`src/rtl/gcd_unit_arbiter.sv`:
```
// Shares one GCD unit among p_num_reqs requester streams: round-robin issue,
// with an in-order tag FIFO that steers each result back to its requester.
module gcd_unit_arbiter #(
  parameter int p_num_reqs  = 4,
  parameter int p_tag_depth = 4
) (
  input  logic                              clk,
  input  logic                              rst,
  input  logic [p_num_reqs*32-1:0]          req_msg,
  input  logic [p_num_reqs-1:0]             req_val,
  output logic [p_num_reqs-1:0]             req_rdy,
  output logic [p_num_reqs*16-1:0]          resp_msg,
  output logic [p_num_reqs-1:0]             resp_val,
  input  logic [p_num_reqs-1:0]             resp_rdy,
  output logic [31:0]                       gcd_req_msg,
  output logic                              gcd_req_val,
  input  logic                              gcd_req_rdy,
  input  logic [15:0]                       gcd_resp_msg,
  input  logic                              gcd_resp_val,
  output logic                              gcd_resp_rdy,
  output logic [$clog2(p_tag_depth+1)-1:0]  inflight
);

  localparam int TW = $clog2(p_num_reqs);
  localparam int AW = $clog2(p_tag_depth);
  localparam int CW = $clog2(p_tag_depth + 1);

  // Handshakes: a transfer happens on a rising edge where val and rdy are both 1;
  // val never depends on rdy of the same stream, and rdy is never raised without val.

  logic [p_num_reqs-1:0] one_hot_lsb;
  logic [TW-1:0]         ptr;
  logic [TW-1:0]         grant;
  logic                  grant_vld;
  logic [TW:0]           scan_sum;
  logic [TW-1:0]         scan_idx;
  logic [TW-1:0]         tag_mem [p_tag_depth];
  logic [AW-1:0]         wr_ptr;
  logic [AW-1:0]         rd_ptr;
  logic [CW-1:0]         count;
  logic [TW-1:0]         head;
  logic                  full;
  logic                  empty;
  logic                  issue_fire;
  logic                  resp_fire;

  assign one_hot_lsb = {{(p_num_reqs-1){1'b0}}, 1'b1};
  assign full        = (count == CW'(p_tag_depth));
  assign empty       = (count == '0);

  // Scan lanes starting at ptr, wrapping modulo p_num_reqs (need not be a power of 2).
  always_comb begin
    grant_vld = 1'b0;
    grant     = '0;
    scan_sum  = '0;
    scan_idx  = '0;
    for (int k = 0; k < p_num_reqs; k++) begin
      scan_sum = {1'b0, ptr} + (TW+1)'(k);
      if (scan_sum >= (TW+1)'(p_num_reqs)) scan_sum = scan_sum - (TW+1)'(p_num_reqs);
      scan_idx = scan_sum[TW-1:0];
      if (!grant_vld && req_val[scan_idx]) begin
        grant_vld = 1'b1;
        grant     = scan_idx;
      end
    end
  end

  always_comb begin
    gcd_req_msg = '0;
    for (int i = 0; i < p_num_reqs; i++) begin
      if (grant_vld && grant == TW'(i)) gcd_req_msg = req_msg[32*i +: 32];
    end
  end

  // full comes from registered count only, so a same-cycle pop never frees a slot.
  assign issue_fire  = grant_vld & gcd_req_rdy & ~full & ~rst;
  assign gcd_req_val = (|req_val) & ~full & ~rst;
  assign req_rdy     = issue_fire ? (one_hot_lsb << grant) : '0;

  assign head         = tag_mem[rd_ptr];
  assign gcd_resp_rdy = ~empty & resp_rdy[head] & ~rst;
  assign resp_fire    = gcd_resp_val & gcd_resp_rdy;
  assign resp_val     = (gcd_resp_val & ~empty & ~rst) ? (one_hot_lsb << head) : '0;
  assign resp_msg     = {p_num_reqs{gcd_resp_msg}};
  assign inflight     = count;

  always_ff @(posedge clk or posedge rst) begin
    if (rst) begin
      ptr    <= '0;
      wr_ptr <= '0;
      rd_ptr <= '0;
      count  <= '0;
    end else begin
      if (issue_fire) begin
        wr_ptr <= wr_ptr + 1'b1;
        ptr    <= (grant == TW'(p_num_reqs - 1)) ? '0 : grant + 1'b1;
      end
      if (resp_fire) rd_ptr <= rd_ptr + 1'b1;
      case ({issue_fire, resp_fire})
        2'b10:   count <= count + 1'b1;
        2'b01:   count <= count - 1'b1;
        default: count <= count;
      endcase
    end
  end

  // Tag storage needs no reset: entries are only read while count is non-zero.
  always_ff @(posedge clk) begin
    if (issue_fire) tag_mem[wr_ptr] <= grant;
  end

endmodule

```
`config.mk`:
```
export PLATFORM = sky130hd
export DESIGN_NAME = gcd_unit_arbiter
export DESIGN_NICKNAME = d
export VERILOG_FILES = /design/src/rtl/gcd_unit_arbiter.sv
export SDC_FILE = /design/constraint.sdc
export NUM_CORES = 1
export LEC_CHECK = 0
export ABC_AREA = 1
export CAP_MARGIN = 30
export CORE_ASPECT_RATIO = 2
export CORE_MARGIN = 10
export CORE_UTILIZATION = 34
export DETAILED_ROUTE_END_ITERATION = 6
export PLACE_DENSITY = 0.87
export SETUP_SLACK_MARGIN = 0.02
export SLEW_MARGIN = 20
export SYNTH_ARGS = -nofsm -noshare
export SYNTH_HDL_FRONTEND = slang
export SYNTH_SLANG_ARGS = --single-unit
```
`constraint.sdc`:
```
create_clock -name clk -period 7.6 [get_ports clk]
set_input_delay 2.28 -clock clk [delete_from_list [all_inputs] [get_ports clk]]
set_output_delay 2.28 -clock clk [all_outputs]
set_load 0.005 [all_outputs]
```
==> run_results.csv <==
group,metric,value,unit
layout,drive_above_1_share,5.83,%
layout,fin_cells,664,
power_and_ir_drop,p_total,2.71,mW
floorplan,die_h,151,um
critical_path,crit_type,"in -> out",
power_and_ir_drop,power.static_leakage,1.95,nW
synth,ys_seq_elements,17,
place,portBuffers,184,
synth,syn_avg_cell_area,6.31,um^2
layout,nets,733,
synth,synth.distinct_cells,27,
floorplan,start_util,35.0,%
layout,multiInputGateArea,0.00167,mm^2
sta,min_period,7.30,ns
sta,report.final.slew_viol_count,0,
synth,netlist_area,0.00292,mm^2
layout,synthToLayoutAreaGrowth,52.7,%
critical_path,crit_path_start,"req_val[3]",
power_and_ir_drop,clkPwrFrac,3.8,%
grt,grt_usage,17.4,%
synth,netlist.area_leader.share,17.0,%
critical_path,worstSetupStartpointType,"input pin",
clock_tree,h-tree-depth,1,
place,dp.cells,659,
clock_tree,numCtsBuffers,3,
sta,relSlewSlack,55.4,%
grt,grt_pass1_vias,3743,
synth,yosys-top-cells-area,"buf_4 17%, nand2_1 16%, nand3_1 14%, edfxtp_1 8.2%, o211ai_1 8.2%",
power_and_ir_drop,pwr-share-comb,89.5,%
place,place.gp.congestion,0.921,
clock_tree,cts_buffer_depth,2,
hold_path,hold_start,"inflight[0]",
grt,grt_max_degree,69,
clock_tree,cts_tree,"built",
sta,finalCritPeriodShare,96.1,%
synth,synthFlopType,"dfrtp_1",
floorplan,die_area,0.0129,mm^2
grt,grt_overflow,0,
routing,drt_iter0_drc,119,
routing,drc,0,
grt,grt_first_pass_wirelength,18600,um
status,status,"completed",
synth,yosysTopAreaCell,"buf_4",
floorplan,rows,47,
sta,max_freq,0.137,GHz
place,dp_hpwl,10000,um
power_and_ir_drop,sw_frac_of_total,47.6,%
floorplan,design.core.area,0.00835,mm^2
power_and_ir_drop,p_seq_share,6.6,%
routing,routed_wl,12200,um
synth,ys_seq_area_share,15.9,%
grt,grt_use_met3,6.29,%
power_and_ir_drop,p_int,1.42,mW
sta,finClkSkew,0.000803,ns
layout,regArea,465,um^2
grt,gr-usage-met2,31.4,%
synth,synth_most_common_cell,"nand2_1",
sta,worst_pin_slew,0.670,ns
clock_tree,clk_pin_slew,0.05,ns
clock_tree,post_cts_buffers,0,
clock_tree,clockRootBuffer,"clkbuf_16",
grt,busiest_layer,"met2",
grt,antenna_found_initial,0,
flow_run,cap_violations,0,
routing,dr.pass1.iters,4,
routing,routedWlPerCell,18.4,um
synth,synth_edf_count,8,
synth,netlist_instances,463,
clock_tree,hold_buffers,0,
sta,setup_violations,0,
synth,ys_top_cells_by_count,"122 x nand2_1, 79 x nand3_1, 66 x buf_4",
layout,diodes,0,
power_and_ir_drop,power_density,609,mW/mm^2
sta,rsz0062_at_grt,"false",
floorplan,die_x,85.5,um
routing,vias,3502,
power_and_ir_drop,vdd_drop_max,0.334,mV
synth,syn_nets,629,
sta,fin_tns_setup,0,ns
critical_path,required,5.32,ns
layout,fillers,815,
floorplan,ioPinCount,265,
critical_path,crit_fanout,52,
clock_tree,insertion_delay,0.25,ns
power_and_ir_drop,power_switching,1.29,mW
critical_path,rr_startpoint,"rd_ptr[0]",
clock_tree,clock-sinks,17,
critical_path,arrival,5.02,ns
sta,hold_viol,0,
routing,antenna_left,0,
routing,vias_per_cell,5.27,
synth,synthArstFlopShare,52.9,%
critical_path,end_kind,"output pin",
hold_path,hold_path.class,"reg -> reg",
synth,yosys_warnings,0,
grt,use_met1,15.4,%
[cell families (layout without fill, tap and decap cells)]
group	after synthesis	count (layout)	synth area share, %
AND/OR/NAND/NOR	260	260	41.4
buffers and inverters	130	233	26.9
AO/OA/AOI/OAI	42	42	9.94
flip-flops	17	17	15.9
adder cells (fa/ha/maj)	10	10	4.54
XOR/XNOR	4	4	1.20
[worst max-delay path: stages]
cell	delay (ns)
clkdlybuf4s50_1	0.41
inv_1	0.13
nand2_1	0.09
nand3_1	0.16
nand2_2	0.08
nor2_2	0.14
nand3_1	0.09
nand3_1	0.07
nand2_1	0.10
inv_2	0.11
ha_1	0.19
nand2_2	0.08
buf_8	0.24
nand3_1	0.11
o211ai_1	0.08
nand2_1	0.11
clkdlybuf4s50_1	0.52
[layout make-up]
| type | count | share of cell area [%] |
|---|---|---|
| timing repair buffer | 196 | 44.7 |
| multi-input combinational | 316 | 37.5 |
| sequential | 17 | 10.4 |
| inverter | 33 | 2.83 |
| tap | 98 | 2.75 |
| clock buffer | 3 | 1.68 |
| clock inverter | 1 | 0.112 |
[cells in the final DEF, fill, tap and decap left out, drive strengths merged, types with 4 or more instances in the layout]
master         count
buf               11
clkbuf             4
clkdlybuf4s50    184
dfrtp              9
edfxtp             8
ha                 9
inv               33
nand2            129
nand3             79
nand4             35
nor2              12
nor3               5
o211ai            32
o21ai              9
[state kept, by name (all words and copies together) (netlist names)]
signal and count:
ptr 2, tag_mem 8, rd_ptr 2, wr_ptr 2, inflight 3
[routing by layer]
metal | vias to the layer above | wire, um | part of all wire (%)
met5 | - | 0 | 0
met4 | 0 | 893 | 7.3
met3 | 77 | 1230 | 10
met2 | 167 | 6240 | 51
met1 | 1538 | 3870 | 32
li1 | 1720 | - | -
[timing repair]
item | in CTS | in global routing
endpoints found under the hold margin | 0 | 0
setup endpoints to repair | 0 | 32
resized for setup | 0 | 7
[power by group through the flow]
stage	clock network, mW	logic (mW)	registers (mW)
final	0.104	2.43	0.180
after global routing	0.108	2.69	0.186
after CTS	0.104	2.40	0.179
after detailed placement	0	2.38	0.180
after global placement	0	2.34	0.178
after floorplan	0	1.26	0.166
[metrics by stage]
stage	util (%)	setup WS, ns	hold slack (ns)	instance area [um^2]
2_1_floorplan	-	1.38	0.508	2920
3_3_place_gp	52.0	0.144	0.507	4340
3_5_place_dp	52.0	0.0951	0.511	4340
4_1_cts	53.0	0.0903	0.522	4420
5_1_grt	53.4	0.0396	0.541	4460
6_report	53.4	0.299	0.525	4460
[worst paths after layout]
| check | endpoint | cells after the start | slack (ns) |
|---|---|---|---|
| max in group asynchronous | inflight[1] | 3 | 5.02 |
| min | inflight[0] | 1 | 0.52 |
| max reg2reg | inflight[2] | 16 | 5.15 |
| max | gcd_req_msg[21] | 17 | 0.30 |
| min in group asynchronous | ptr[0] | 3 | 2.43 |
| min reg2reg | inflight[0] | 1 | 0.52 |
(Power assumes the default switching activity.)
